==> config.mk <==
export PLATFORM = sky130hd
export DESIGN_NAME = mul_div_unit_flat
export DESIGN_NICKNAME = d
export VERILOG_FILES = /design/src/rtl/mul_div_unit_if.sv /design/src/rtl/mul_div_unit.sv /design/src/flat_wrapper.sv
export SDC_FILE = /design/constraint.sdc
export NUM_CORES = 1
export LEC_CHECK = 0
export ABC_AREA = 1
export CORE_ASPECT_RATIO = 1.5
export CORE_UTILIZATION = 40
export CTS_BUF_LIST = sky130_fd_sc_hd__clkbuf_16
export DETAILED_ROUTE_END_ITERATION = 16
export SLEW_MARGIN = 15
export SYNTH_ARGS = -nofsm -noshare
export SYNTH_HDL_FRONTEND = slang
export SYNTH_SLANG_ARGS = --single-unit
==> constraint.sdc <==
create_clock -name clk -period 6.1 [get_ports clk]
set_input_delay 0.915 -clock clk [delete_from_list [all_inputs] [get_ports clk]]
set_output_delay 0.915 -clock clk [all_outputs]
set_load 0.03 [all_outputs]
==> src/rtl/mul_div_unit_if.sv <==
// Request/response bundle of the iterative multiply/divide unit:
// operation request, flush, HI/LO moves, status and architectural HI/LO.
interface mul_div_unit_if #(
   parameter int WIDTH = 32
);
   logic             start;
   logic [1:0]       op;
   logic [WIDTH-1:0] a;
   logic [WIDTH-1:0] b;
   logic             flush;
   logic             write_hi;
   logic             write_lo;
   logic [WIDTH-1:0] wdata;
   logic             busy;
   logic             done;
   logic             div_by_zero;
   logic [WIDTH-1:0] hi;
   logic [WIDTH-1:0] lo;

   modport master (
      output start, op, a, b, flush, write_hi, write_lo, wdata,
      input  busy, done, div_by_zero, hi, lo
   );

   modport slave (
      input  start, op, a, b, flush, write_hi, write_lo, wdata,
      output busy, done, div_by_zero, hi, lo
   );
endinterface

==> src/rtl/mul_div_unit.sv <==
// Iterative MULT/MULTU/DIV/DIVU unit with HI/LO registers: one bit per cycle on
// operand magnitudes, sign fix-up in a final cycle, fixed WIDTH+2 edge latency.
module mul_div_unit #(
   parameter int WIDTH = 32
) (
   input  logic         clk,
   input  logic         rst,
   mul_div_unit_if.slave bus
);
   localparam int unsigned W  = WIDTH;
   localparam int unsigned CW = $clog2(WIDTH);
   localparam logic [CW-1:0] LAST = CW'(WIDTH - 1);

   typedef enum logic [1:0] {IDLE, RUN, FIX} state_t;

   state_t         state;
   state_t         state_nx;
   logic           load;
   logic           step;
   logic           commit;

   logic [1:0]     op_q;
   logic           neg_a;
   logic           neg_b;
   logic           b_zero;
   logic [W-1:0]   a_q;
   logic [W-1:0]   mcand;
   logic [W-1:0]   p_hi;
   logic [W-1:0]   p_lo;
   logic [CW-1:0]  count;

   logic           is_div;
   logic           is_sgn;
   logic           a_neg_in;
   logic           b_neg_in;
   logic [W-1:0]   a_mag_in;
   logic [W-1:0]   b_mag_in;
   logic [W:0]     mul_top;
   logic [W:0]     shifted;
   logic           fits;
   logic [W-1:0]   diff;
   logic [2*W-1:0] prod;
   logic [2*W-1:0] prod_fix;
   logic [W-1:0]   quot_fix;
   logic [W-1:0]   rem_fix;
   logic [W-1:0]   res_hi;
   logic [W-1:0]   res_lo;

   assign is_div = op_q[1];
   assign is_sgn = op_q[0];

   // Operand magnitudes taken at acceptance; signed ops only look at the MSB.
   assign a_neg_in = bus.op[0] & bus.a[W-1];
   assign b_neg_in = bus.op[0] & bus.b[W-1];
   assign a_mag_in = a_neg_in ? W'(-bus.a) : bus.a;
   assign b_mag_in = b_neg_in ? W'(-bus.b) : bus.b;

   // Shift-add step: {carry, p_hi, p_lo} shifts right by one each cycle.
   assign mul_top = p_lo[0] ? ({1'b0, p_hi} + {1'b0, mcand}) : {1'b0, p_hi};

   // Restoring step: remainder in p_hi, dividend shifts out / quotient shifts in via p_lo.
   assign shifted = {p_hi, p_lo[W-1]};
   assign fits    = shifted >= {1'b0, mcand};
   assign diff    = shifted[W-1:0] - mcand;

   assign prod     = {p_hi, p_lo};
   assign prod_fix = (is_sgn && (neg_a ^ neg_b)) ? -prod : prod;
   assign quot_fix = (is_sgn && (neg_a ^ neg_b)) ? -p_lo : p_lo;
   assign rem_fix  = (is_sgn && neg_a) ? -p_hi : p_hi;

   always_comb begin
      res_hi = prod_fix[2*W-1:W];
      res_lo = prod_fix[W-1:0];
      if (is_div) begin
         if (b_zero) begin
            res_hi = a_q;
            res_lo = '1;
         end else begin
            res_hi = rem_fix;
            res_lo = quot_fix;
         end
      end
   end

   always_ff @(posedge clk or negedge rst) begin
      if (!rst) state <= IDLE;
      else      state <= state_nx;
   end

   always_comb begin
      state_nx = state;
      load     = 1'b0;
      step     = 1'b0;
      commit   = 1'b0;
      case (state)
         IDLE: begin
            if (bus.start && !bus.flush) begin
               state_nx = RUN;
               load     = 1'b1;
            end
         end
         RUN: begin
            if (bus.flush) begin
               state_nx = IDLE;
            end else begin
               step = 1'b1;
               if (count == LAST) state_nx = FIX;
            end
         end
         FIX: begin
            state_nx = IDLE;
            commit   = !bus.flush;
         end
         default: state_nx = IDLE;
      endcase
   end

   // Datapath, HI/LO and registered status.
   always_ff @(posedge clk or negedge rst) begin
      if (!rst) begin
         op_q            <= '0;
         neg_a           <= 1'b0;
         neg_b           <= 1'b0;
         b_zero          <= 1'b0;
         a_q             <= '0;
         mcand           <= '0;
         p_hi            <= '0;
         p_lo            <= '0;
         count           <= '0;
         bus.busy        <= 1'b0;
         bus.done        <= 1'b0;
         bus.div_by_zero <= 1'b0;
         bus.hi          <= '0;
         bus.lo          <= '0;
      end else begin
         bus.busy        <= (state_nx != IDLE);
         bus.done        <= commit;
         bus.div_by_zero <= commit & is_div & b_zero;

         if (load) begin
            op_q   <= bus.op;
            neg_a  <= a_neg_in;
            neg_b  <= b_neg_in;
            b_zero <= (bus.b == '0);
            a_q    <= bus.a;
            mcand  <= bus.op[1] ? b_mag_in : a_mag_in;
            p_lo   <= bus.op[1] ? a_mag_in : b_mag_in;
            p_hi   <= '0;
            count  <= '0;
         end else if (step) begin
            count <= count + CW'(1);
            if (is_div) begin
               p_hi <= fits ? diff : shifted[W-1:0];
               p_lo <= {p_lo[W-2:0], fits};
            end else begin
               p_hi <= mul_top[W:1];
               p_lo <= {mul_top[0], p_lo[W-1:1]};
            end
         end

         if (commit) begin
            bus.hi <= res_hi;
            bus.lo <= res_lo;
         end else if (state == IDLE) begin
            if (bus.write_hi) bus.hi <= bus.wdata;
            if (bus.write_lo) bus.lo <= bus.wdata;
         end
      end
   end
endmodule

==> src/flat_wrapper.sv <==
// flat-port wrapper written by rule: the top's interface ports become plain ports
module mul_div_unit_flat 
#(
   parameter int WIDTH = 32
)
  (clk, rst, bus_start, bus_op, bus_a, bus_b, bus_flush, bus_write_hi, bus_write_lo, bus_wdata, bus_busy, bus_done, bus_div_by_zero, bus_hi, bus_lo);
  mul_div_unit_if #(.WIDTH(WIDTH)) bus_i ();
  input  logic clk;
  input  logic rst;
  input wire logic [$bits(bus_i.start)-1:0] bus_start;
  input wire logic [$bits(bus_i.op)-1:0] bus_op;
  input wire logic [$bits(bus_i.a)-1:0] bus_a;
  input wire logic [$bits(bus_i.b)-1:0] bus_b;
  input wire logic [$bits(bus_i.flush)-1:0] bus_flush;
  input wire logic [$bits(bus_i.write_hi)-1:0] bus_write_hi;
  input wire logic [$bits(bus_i.write_lo)-1:0] bus_write_lo;
  input wire logic [$bits(bus_i.wdata)-1:0] bus_wdata;
  output wire logic [$bits(bus_i.busy)-1:0] bus_busy;
  output wire logic [$bits(bus_i.done)-1:0] bus_done;
  output wire logic [$bits(bus_i.div_by_zero)-1:0] bus_div_by_zero;
  output wire logic [$bits(bus_i.hi)-1:0] bus_hi;
  output wire logic [$bits(bus_i.lo)-1:0] bus_lo;
  assign bus_i.start = bus_start;
  assign bus_i.op = bus_op;
  assign bus_i.a = bus_a;
  assign bus_i.b = bus_b;
  assign bus_i.flush = bus_flush;
  assign bus_i.write_hi = bus_write_hi;
  assign bus_i.write_lo = bus_write_lo;
  assign bus_i.wdata = bus_wdata;
  assign bus_busy = bus_i.busy;
  assign bus_done = bus_i.done;
  assign bus_div_by_zero = bus_i.div_by_zero;
  assign bus_hi = bus_i.hi;
  assign bus_lo = bus_i.lo;
  mul_div_unit #(.WIDTH(WIDTH)) u_core (.clk(clk), .rst(rst), .bus(bus_i));
endmodule
== Word-level counts from Yosys, hierarchy flattened ==
Index checks and enable logic that the tools add are counted.

* Flip-flop bits (word level): 207
* Word-level logic and storage cells: 81

* Add/sub/neg operators: 8
* Multiplexer cells: 36
* Bitwise logic cells: 5
* Order comparisons: 1
* Eq/ne operators: 3
* Reductions and logical operators: 13

{| class="wikitable"
|+ Operator list
! cell !! number
|-
| $mux W32 || 23
|-
| $neg A32 Y32 || 4
|-
| $mux W64 || 1
|-
| $neg A64 Y64 || 1
|-
| $add A32 B32 Y33 || 1
|-
| $ge A33 B32 Y1 || 1
|-
| $mux W33 || 1
|-
| $logic_not A32 Y1 || 1
|-
| $sub A32 B32 Y32 || 1
|-
| $mux W5 || 2
|-
| $reduce_bool A2 Y1 || 5
|-
| $mux W2 || 3
|-
| $add A5 B1 Y5 const B || 1
|-
| $eq A5 B5 Y1 const B || 1
|-
| $mux W1 || 5
|-
| $and A1 B1 Y1 || 4
|-
| $pmux W2 S2 || 1
|-
| $reduce_and A2 Y1 || 2
|-
| $logic_and A1 B1 Y1 || 3
|-
| $eq A2 B1 Y1 const B || 1
|-
| $eq A2 B2 Y1 const B || 1
|-
| $logic_not A2 Y1 || 1
|-
| $logic_not A1 Y1 || 1
|-
| $xor A1 B1 Y1 || 1
|}

== Logic depth before layout (Yosys ltp) ==
Gate-level depths: netlist (run 1).

* Word-level depth: 6
* Gate-level depth with buffers: 18
* Mapped depth without buffers: 17

== Worst setup path before layout (run 1) ==
No wires, ideal clock.

* Path type: register to register
* Start point: register u_core.p_lo[0]
* End point: register u_core.bus.hi[0]
* Stages on the path, launching flop included: 16
* Library setup time: 0.120 ns
* Slack: 3.650 ns
* Period minus slack after synthesis: 2.450 ns
* Data arrival time: 2.329 ns
* Cells stage by stage: dfrtp_1 inv_2 clkbuf_1 clkbuf_1 ha_1 nand4_2 nor2_4 nand2_1 nand2_1 nand2_2 nor2_4 nand2_1 nand2_1 nor2_1 o21ai_1 nand2_1

* Longest elaborated chain between the ends: 4

{| class="wikitable"
|+ RTL lines
! what !! RTL line !! text
|-
| start: declaration || mul_div_unit.sv:29 || <nowiki>logic [W-1:0] p_lo;</nowiki>
|-
| start signal: assignment || mul_div_unit.sv:147 || <nowiki>p_lo <= bus.op[1] ? a_mag_in : b_mag_in;</nowiki>
|-
| start signal: assignment || mul_div_unit.sv:154 || <nowiki>p_lo <= {p_lo[W-2:0], fits};</nowiki>
|-
| start signal: assignment || mul_div_unit.sv:157 || <nowiki>p_lo <= {mul_top[0], p_lo[W-1:1]};</nowiki>
|-
| $neg A64 Y64 || mul_div_unit.sv:67 || <nowiki>assign prod_fix = (is_sgn && (neg_a ^ neg_b)) ? -prod : prod;</nowiki>
|-
| $mux W64 || mul_div_unit.sv:67 ||
|-
| $mux W32 || mul_div_unit.sv:74 || <nowiki>if (is_div) begin</nowiki>
|-
| $mux W32 || mul_div_unit.sv:161 || <nowiki>if (commit) begin</nowiki>
|-
| end signal: assignment || mul_div_unit.sv:162 || <nowiki>bus.hi <= res_hi;</nowiki>
|-
| end signal: assignment || mul_div_unit.sv:165 || <nowiki>if (bus.write_hi) bus.hi <= bus.wdata;</nowiki>
|-
| end: declaration || mul_div_unit_if.sv:27 || <nowiki>output busy, done, div_by_zero, hi, lo</nowiki>
|}

Every way passes these cells.
A chain may end at the register's enable or synchronous reset.

== Worst setup path in the final report (run 1) ==
* Start point: register u_core.state[1]
* End point: register u_core.p_lo[14]

* Longest elaborated chain between the ends: 3
* Elaborated cells between the ends (all ways): 6

{| class="wikitable"
|+ RTL lines
! what !! RTL line !! text
|-
| start: declaration || mul_div_unit.sv:16 || <nowiki>state_t state;</nowiki>
|-
| start signal: assignment || mul_div_unit.sv:87 || <nowiki>else state <= state_nx;</nowiki>
|-
| $eq A2 B1 Y1 or $logic_not A2 Y1 (tied branches) || mul_div_unit.sv:95 || <nowiki>case (state)</nowiki>
|-
| $mux W1 || mul_div_unit.sv:95 ||
|-
| $reduce_bool A2 Y1 (no source line) or $mux W32 (tied branches) || n/a ||
|}

Parallel ways exist; a longest one is shown, timed or not.

==> results.md, run 1 <==
- Final setup viols: 0
- Register share of total power: 0.233
- Worst min-delay path class: input pin to async pin
- CP Class: flop to flop
- Register area share after synthesis: 0.254
- Post-CTS sizing: 0
- Initial Utilization: 0.405
- Synth async-reset ratio: 1.00
- Mapped Cells: 3,452
- Clk slew on worst S/H paths: 0.06 ns
- Share of cells above drive strength 1: 0.0397
- Endpoint class of the critical path: flop
- Final period utilization: 0.684
- Number of non-filler instances in the completed layout: 4,225
- Yosys warns: 0
- Lkg Pwr: 11.8 nW
- Vias/cell: 5.58
- Overall routed net length: 103,000 µm
- Type of origin of the critical path: flop
- Synth Flop Type: dfrtp_1
- Max Slew Vio Count: 0
- Hold WS: 0.415 ns
- Sw Pwr: 5.99 mW
- Min Tclk post-route: 4.17 ns
- Worst Max-Slew Pin Slew: 1.30 ns
- Slew HR: 0.129
- Share of the synthesized area in the top cell type: 0.254
- Gp weighted congestion: 1.10
- CP Data Required Time: 6.53 ns
- WP data arrival: 4.60 ns
- GR Util All Layers: 0.391
- FP Rows: 101
- Area grow syn2layout: 14.4%
- First-pass GRT wire length: 150,000 µm
- Flops & latches, synth: 207
- Clk network pwr share: 0.145
- # IOs: 171
- Setup TNS: 0 ns
- Placed cell count: 4,183
- CTS tree: built
- Drt pass-1 iters: 7
- Combinational power share: 0.622
- Die area: 0.0519 mm²
- Hold-fix buffers, CTS: 0
- DRC: 0
- DR vias: 23,580
- Clock Latency Late Sink: 0.58 ns
- I/O Buffers: 170
- CTS root buffer: clkbuf_16
- Crit Path Max Fanout: 87
- # nets final: 3,715
- Clock sink total: 207
- # H-tree levels: 1
- Grt total ovfl: 0
- Pint: 4.51 mW
- RSZ-0062 raised after global routing: false
- Avg Inst Size Synth: 5.91 µm²
- Net Sw Frac: 0.571
- WL per Instance: 24.4 µm
- Post-DP HPWL: 83,100 µm
- Post-synth EDFFs: 0
- Max cap viols: 0
- Syn Nets: 3,628
- Die W: 186 µm
- Starting DRT DRC Count: 2,185
- Clk_skew: 0.0298 ns
- Final hold vios: 0
- Antenna cell count: 0
- Setup Fix Bufs, Post-CTS: 0
- Clock Tree Buf Depth: 3
- Top cells by area, synth: dfrtp_1 (25%), nand2_1 (22%), inv_1 (8.4%), nand3_1 (7.2%), nor2_1 (6.1%)
- Number of global-route vias before repair: 22,615
- Post-route ant nets: 0
- Initial antenna violation count: 0
- Die H: 279 µm
- Largest net degree at the start of global routing: 106
- CTS buffer count: 23
- PD cells: 450 mW/mm²
- Count of different cell masters after synthesis: 57
- F_max: 0.240 GHz
- Core Area: 0.0504 mm²
- Mapped Area: 0.0204 mm²
- Area leader, netlist: dfrtp_1
- Status: completed
- Worst IR Drop VDD: 0.655 mV
==> stage by stage <==
step           setup slack [ns]  utilization  total power, mW  instance area, µm²
3_5_place_dp               1.92        0.447             8.78               22600
6_report                   1.93        0.463             10.5               23300
2_1_floorplan              3.65            -             6.39               20400
3_3_place_gp               1.98        0.447             8.78               22600
4_1_cts                    2.13        0.463             10.3               23300
5_1_grt                    1.86        0.463             11.1               23300
==> kinds of logic after synthesis <==
| family | count (synthesis) | synth area share |
|---|---|---|
| buffers and inverters | 602 | 0.116 |
| and+or+nand+nor | 1991 | 0.413 |
| DFF | 207 | 0.254 |
| xor gates and xnor gates | 76 | 0.0326 |
| AOI/OAI and AO/OA | 504 | 0.140 |
| adders and majority gates | 72 | 0.0449 |
==> routing by layer <==
metal,share of wire,global-route usage,vias up
met1,0.36,0.419,10895
li1,-,-,11266
met4,0.11,0.372,0
met3,0.062,0.0517,333
met2,0.47,0.662,1086
met5,0,0,-
==> worst paths after layout <==
| check | endpoint | start | slack [ns] | cells past startpoint |
|---|---|---|---|---|
| worst max-delay path | u_core.p_lo[14] | u_core.state[1] | 1.93 | 8 |
| worst min-delay path | u_core.bus.hi[3] | rst | 0.41 | 1 |
| worst max register to register | u_core.p_lo[14] | u_core.state[1] | 1.93 | 8 |
| worst min register to register | u_core.count[3] | u_core.count[3] | 0.48 | 1 |
| max in group asynchronous | u_core.count[2] | rst | 4.54 | 2 |
| min in group clk | u_core.count[3] | u_core.count[3] | 0.48 | 1 |
==> critical path, stage by stage (launching register included) <==
cell	delay, ns
dfrtp_1	0.41
nor2_1	0.68
nand3_4	0.98
inv_1	0.33
nor2_2	0.06
inv_1	0.94
o21ai_0	0.30
a21oi_1	0.21
a22oi_1	0.09
==> final cells by class <==
cell class	count	area (µm²)
Fill cell	5506	27100
Tap cell	669	837
Timing Repair Buffer	190	1870
Sequential cell	207	5180
Inverter	474	1780
Multi-Input combinational cell	2643	12900
Clock inverter	19	203
Clock buffer	23	576
==> registers in the layout, indices dropped and copies added, names as in the netlist <==
signal / count
u_core.op_q: 2
u_core.bus.lo: 32
u_core.b_zero: 1
u_core.a_q: 32
u_core.p_lo: 32
u_core.state: 2
u_core.p_hi: 32
u_core.count: 5
u_core.mcand: 32
u_core.neg_b: 1
u_core.bus.div_by_zero: 1
u_core.neg_a: 1
u_core.bus.hi: 32
u_core.bus.done: 1
u_core.bus.busy: 1
==> power groups by stage <==
stage	clock network [mW]	logic, mW	registers [mW]
after floorplan	0	4.29	2.10
after global placement	0	6.36	2.42
after detailed placement	0	6.36	2.42
after CTS	1.52	6.38	2.39
after global routing	1.57	7.11	2.44
final	1.52	6.53	2.44
==> synth_stat cells, drive strengths merged (8+ instances only) <==
| library cell | instances |
|---|---|
| xor2 | 68 |
| buf | 63 |
| nand2 | 1191 |
| or2 | 8 |
| nand4 | 61 |
| dfrtp | 207 |
| xnor2 | 8 |
| inv | 472 |
| o221ai | 9 |
| nor2 | 351 |
| nor3 | 38 |
| clkbuf | 65 |
| nand3b | 30 |
| ha | 70 |
| o211ai | 33 |
| nand3 | 300 |
| a21oi | 156 |
| a31oi | 31 |
| o21ai | 225 |
| a22oi | 10 |
| o22ai | 18 |
| and2 | 8 |
==> layout by cell type, fill, tap and decap left out, drive strengths merged, types with 9 or more instances in the layout <==
cell type / Yosys / layout
nand2: 1191 / 1191
inv: 472 / 479
nor2: 351 / 351
nand3: 300 / 300
o21ai: 225 / 225
dfrtp: 207 / 207
clkdlybuf4s50: 0 / 169
a21oi: 156 / 156
ha: 70 / 70
xor2: 68 / 68
nand4: 61 / 61
nor3: 38 / 38
o211ai: 33 / 33
a31oi: 31 / 31
nand3b: 30 / 30
clkbuf: 65 / 23
buf: 63 / 21
o22ai: 18 / 18
a22oi: 10 / 10
clkinv: 2 / 10
o221ai: 9 / 9
Power figures use the tool's default switching activity.
==> inputs of run 2 (changes only) <==
clock period = 4.15 ns   (was 6.1 ns; I/O delays follow)
==> run 2 against run 1 <==
  * Clock power grew 54%
  * Die area unchanged
  * Sequential share of layout area is 0.32 points lower
  * Global-route usage rose by 1.7 points
  * Utilization rose by 0.68 points
  * Cell count increased by 1.0%
  * Critical path type unchanged
  * Critical endpoint is now u_core.bus.hi[31]
  * Largest cell class unchanged
  * Largest power group unchanged
==> results.md, run 2 (synthesis gave the netlist of run 1 again) <==
- Clock Latency Late Sink: 0.58 ns (about the same)
- Number of non-filler instances in the completed layout: 4,268 (was 4,225)
- Design Area, Final: 0.0237 mm² (was 0.0233 mm²)
- Setup Fix Bufs, Post-CTS: 0 (unchanged)
- GR Util All Layers: 0.408 (was 0.391)
- CTS buffer count: 26 (was 23)
- Core Area: 0.0504 mm² (unchanged)
- Lkg Pwr: 12.0 nW (was 11.8 nW)
- Max Slew Vio Count: 0 (unchanged)
- # IOs: 171 (unchanged)
- Clk slew on worst S/H paths: 0.06 ns (about the same)
- Drt pass-1 iters: 6 (was 7)
- CTS root buffer: clkbuf_16 (unchanged)
- Commonest non-fill, non-tap cell in the layout: nand2_1 (unchanged)
- Final setup viols: 0 (unchanged)
- Initial Utilization: 0.405 (unchanged)
- Post-DP HPWL: 86,300 µm (was 83,100 µm)
- Initial antenna violation count: 2 (was 0)
- Placed cell count: 4,217 (was 4,183)
- Clock Tree Buf Depth: 3 (unchanged)
- Die W: 186 µm (unchanged)
- Max cap viols: 0 (unchanged)
- FP Rows: 101 (unchanged)
- Type of origin of the critical path: flop (unchanged)
- Clk_skew: 0.0244 ns (was 0.0298 ns)
- Worst IR Drop VDD: 0.759 mV (was 0.655 mV)
- Most frequent cells in the layout: nand2_1 (1,173), inv_1 (461), nor2_1 (330) (was nand2_1 (1,173), inv_1 (464), nor2_1 (330))
- Place WS: 1.04 ns (was 1.92 ns)
- Crit Path Max Fanout: 5 (was 87)
- Hold-fix buffers, CTS: 0 (unchanged)
- DRC: 0 (unchanged)
- Worst Max-Slew Pin Slew: 1.23 ns (was 1.30 ns)
- Final period utilization: 0.749 (was 0.684)
- CP Data Required Time: 4.66 ns (was 6.53 ns)
- PD cells: 661 mW/mm² (was 450 mW/mm²)
- Gp weighted congestion: 1.11 (was 1.10)
- Die H: 279 µm (unchanged)
- I/O Buffers: 170 (unchanged)
- # nets final: 3,752 (was 3,715)
- Clock sink total: 207 (unchanged)
- Largest net degree at the start of global routing: 106 (unchanged)
- Die area: 0.0519 mm² (unchanged)
- Min Tclk post-route: 3.11 ns (was 4.17 ns)
- Setup TNS: 0 ns (unchanged)
- CP Class: flop to flop (unchanged)
- F_max: 0.322 GHz (was 0.240 GHz)
- Grt total ovfl: 0 (unchanged)
- Share of cells above drive strength 1: 0.0503 (was 0.0397)
- Vias/cell: 5.57 (was 5.58)
- Worst setup margin: 1.04 ns (was 1.93 ns)
- CTS tree: built (unchanged)
- Fillers: 5,635 (was 5,506)
- Area grow syn2layout: 16.1% (was 14.4%)
- Final hold vios: 0 (unchanged)
- # H-tree levels: 1 (unchanged)
- Slew HR: 0.172 (was 0.129)
- Endpoint class of the critical path: flop (unchanged)
- Dpl cell area: 0.0228 mm² (was 0.0226 mm²)
- RSZ-0062 raised after global routing: false (unchanged)
- First-pass GRT wire length: 155,000 µm (was 150,000 µm)
- DR vias: 23,785 (was 23,580)
- Number of global-route vias before repair: 23,576 (was 22,615)
- WP data arrival: 3.62 ns (was 4.60 ns)
- Post-route ant nets: 0 (unchanged)
- Worst min-delay path class: input pin to async pin (unchanged)
- Overall routed net length: 107,000 µm (was 103,000 µm)
- Status: completed (unchanged)
- WL per Instance: 25.0 µm (was 24.4 µm)
- Post-CTS sizing: 0 (unchanged)
- Starting DRT DRC Count: 2,101 (was 2,185)
[run 2: changes by cell type in the layout (fill, tap and decap cells not counted), sizes merged]
cell / change
clkinvlp: +1
buf: +34
inv: -1
bufinv: -2
diode: +4
clkbuf: +4
clkinv: +3
[run 2: final cells by class]
type | count | area, µm² | share of cell area
Tap cell | 669 | 837 | 0.0353
Antenna cell | 4 | 10.0 | 0.000423
Multi-Input combinational cell | 2643 | 12900 | 0.544
Inverter | 474 | 1780 | 0.0752
Timing Repair Buffer | 224 | 2150 | 0.0908
Clock inverter | 20 | 158 | 0.00666
Clock buffer | 27 | 676 | 0.0285
Sequential cell | 207 | 5180 | 0.219
[run 2: worst max-delay path, cell delays in order, from the launching register on]
cell	delay, ns
dfrtp_1	0.45
inv_1	0.42
nand3_1	0.59
nor2_1	0.25
nand2_1	0.27
nor2_2	0.26
nand3b_1	0.13
nand3_1	0.09
nand2_1	0.06
o21ai_1	0.37
nand2_1	0.09
nand2_1	0.08
[run 2: metrics by stage]
stage	util	hold WS, ns	power, mW
global placement	0.453	0.457	13.0
detailed placement	0.453	0.464	13.0
CTS	0.469	0.147	15.4
global route	0.469	0.179	16.6
floorplan	-	0.327	9.39
finish	0.470	0.107	15.7
[run 2: power breakdown]
group | total (mW) | switching, mW | leakage (nW) | internal, mW
Combinational | 10.0 | 7.06 | 9.03 | 2.97
Sequential | 3.29 | 0.797 | 2.55 | 2.49
Clock | 2.34 | 1.03 | 0.422 | 1.30
[run 2: per-layer routing]
layer / part of all wire / routed length (µm) / vias to the layer above / global-route usage
li1: - / - / 11325 / -
met1: 0.35 / 37300 / 11054 / 0.426
met2: 0.48 / 51000 / 1036 / 0.700
met3: 0.061 / 6530 / 368 / 0.0598
met4: 0.11 / 11900 / 2 / 0.389
met5: 0.00012 / 13 / - / 0
[run 2: worst paths after layout]
kind	startpoint	end	slack [ns]	depth (start not counted)
setup / recovery	u_core.p_lo[30]	u_core.bus.hi[31]	1.04	11
hold / removal	rst	u_core.bus.lo[1]	0.11	1
setup reg to reg	u_core.p_lo[30]	u_core.bus.hi[31]	1.04	11
hold reg to reg	u_core.count[3]	u_core.count[3]	0.47	1
max in group asynchronous	rst	u_core.mcand[18]	3.11	2
min in group clk	u_core.count[3]	u_core.count[3]	0.47	1
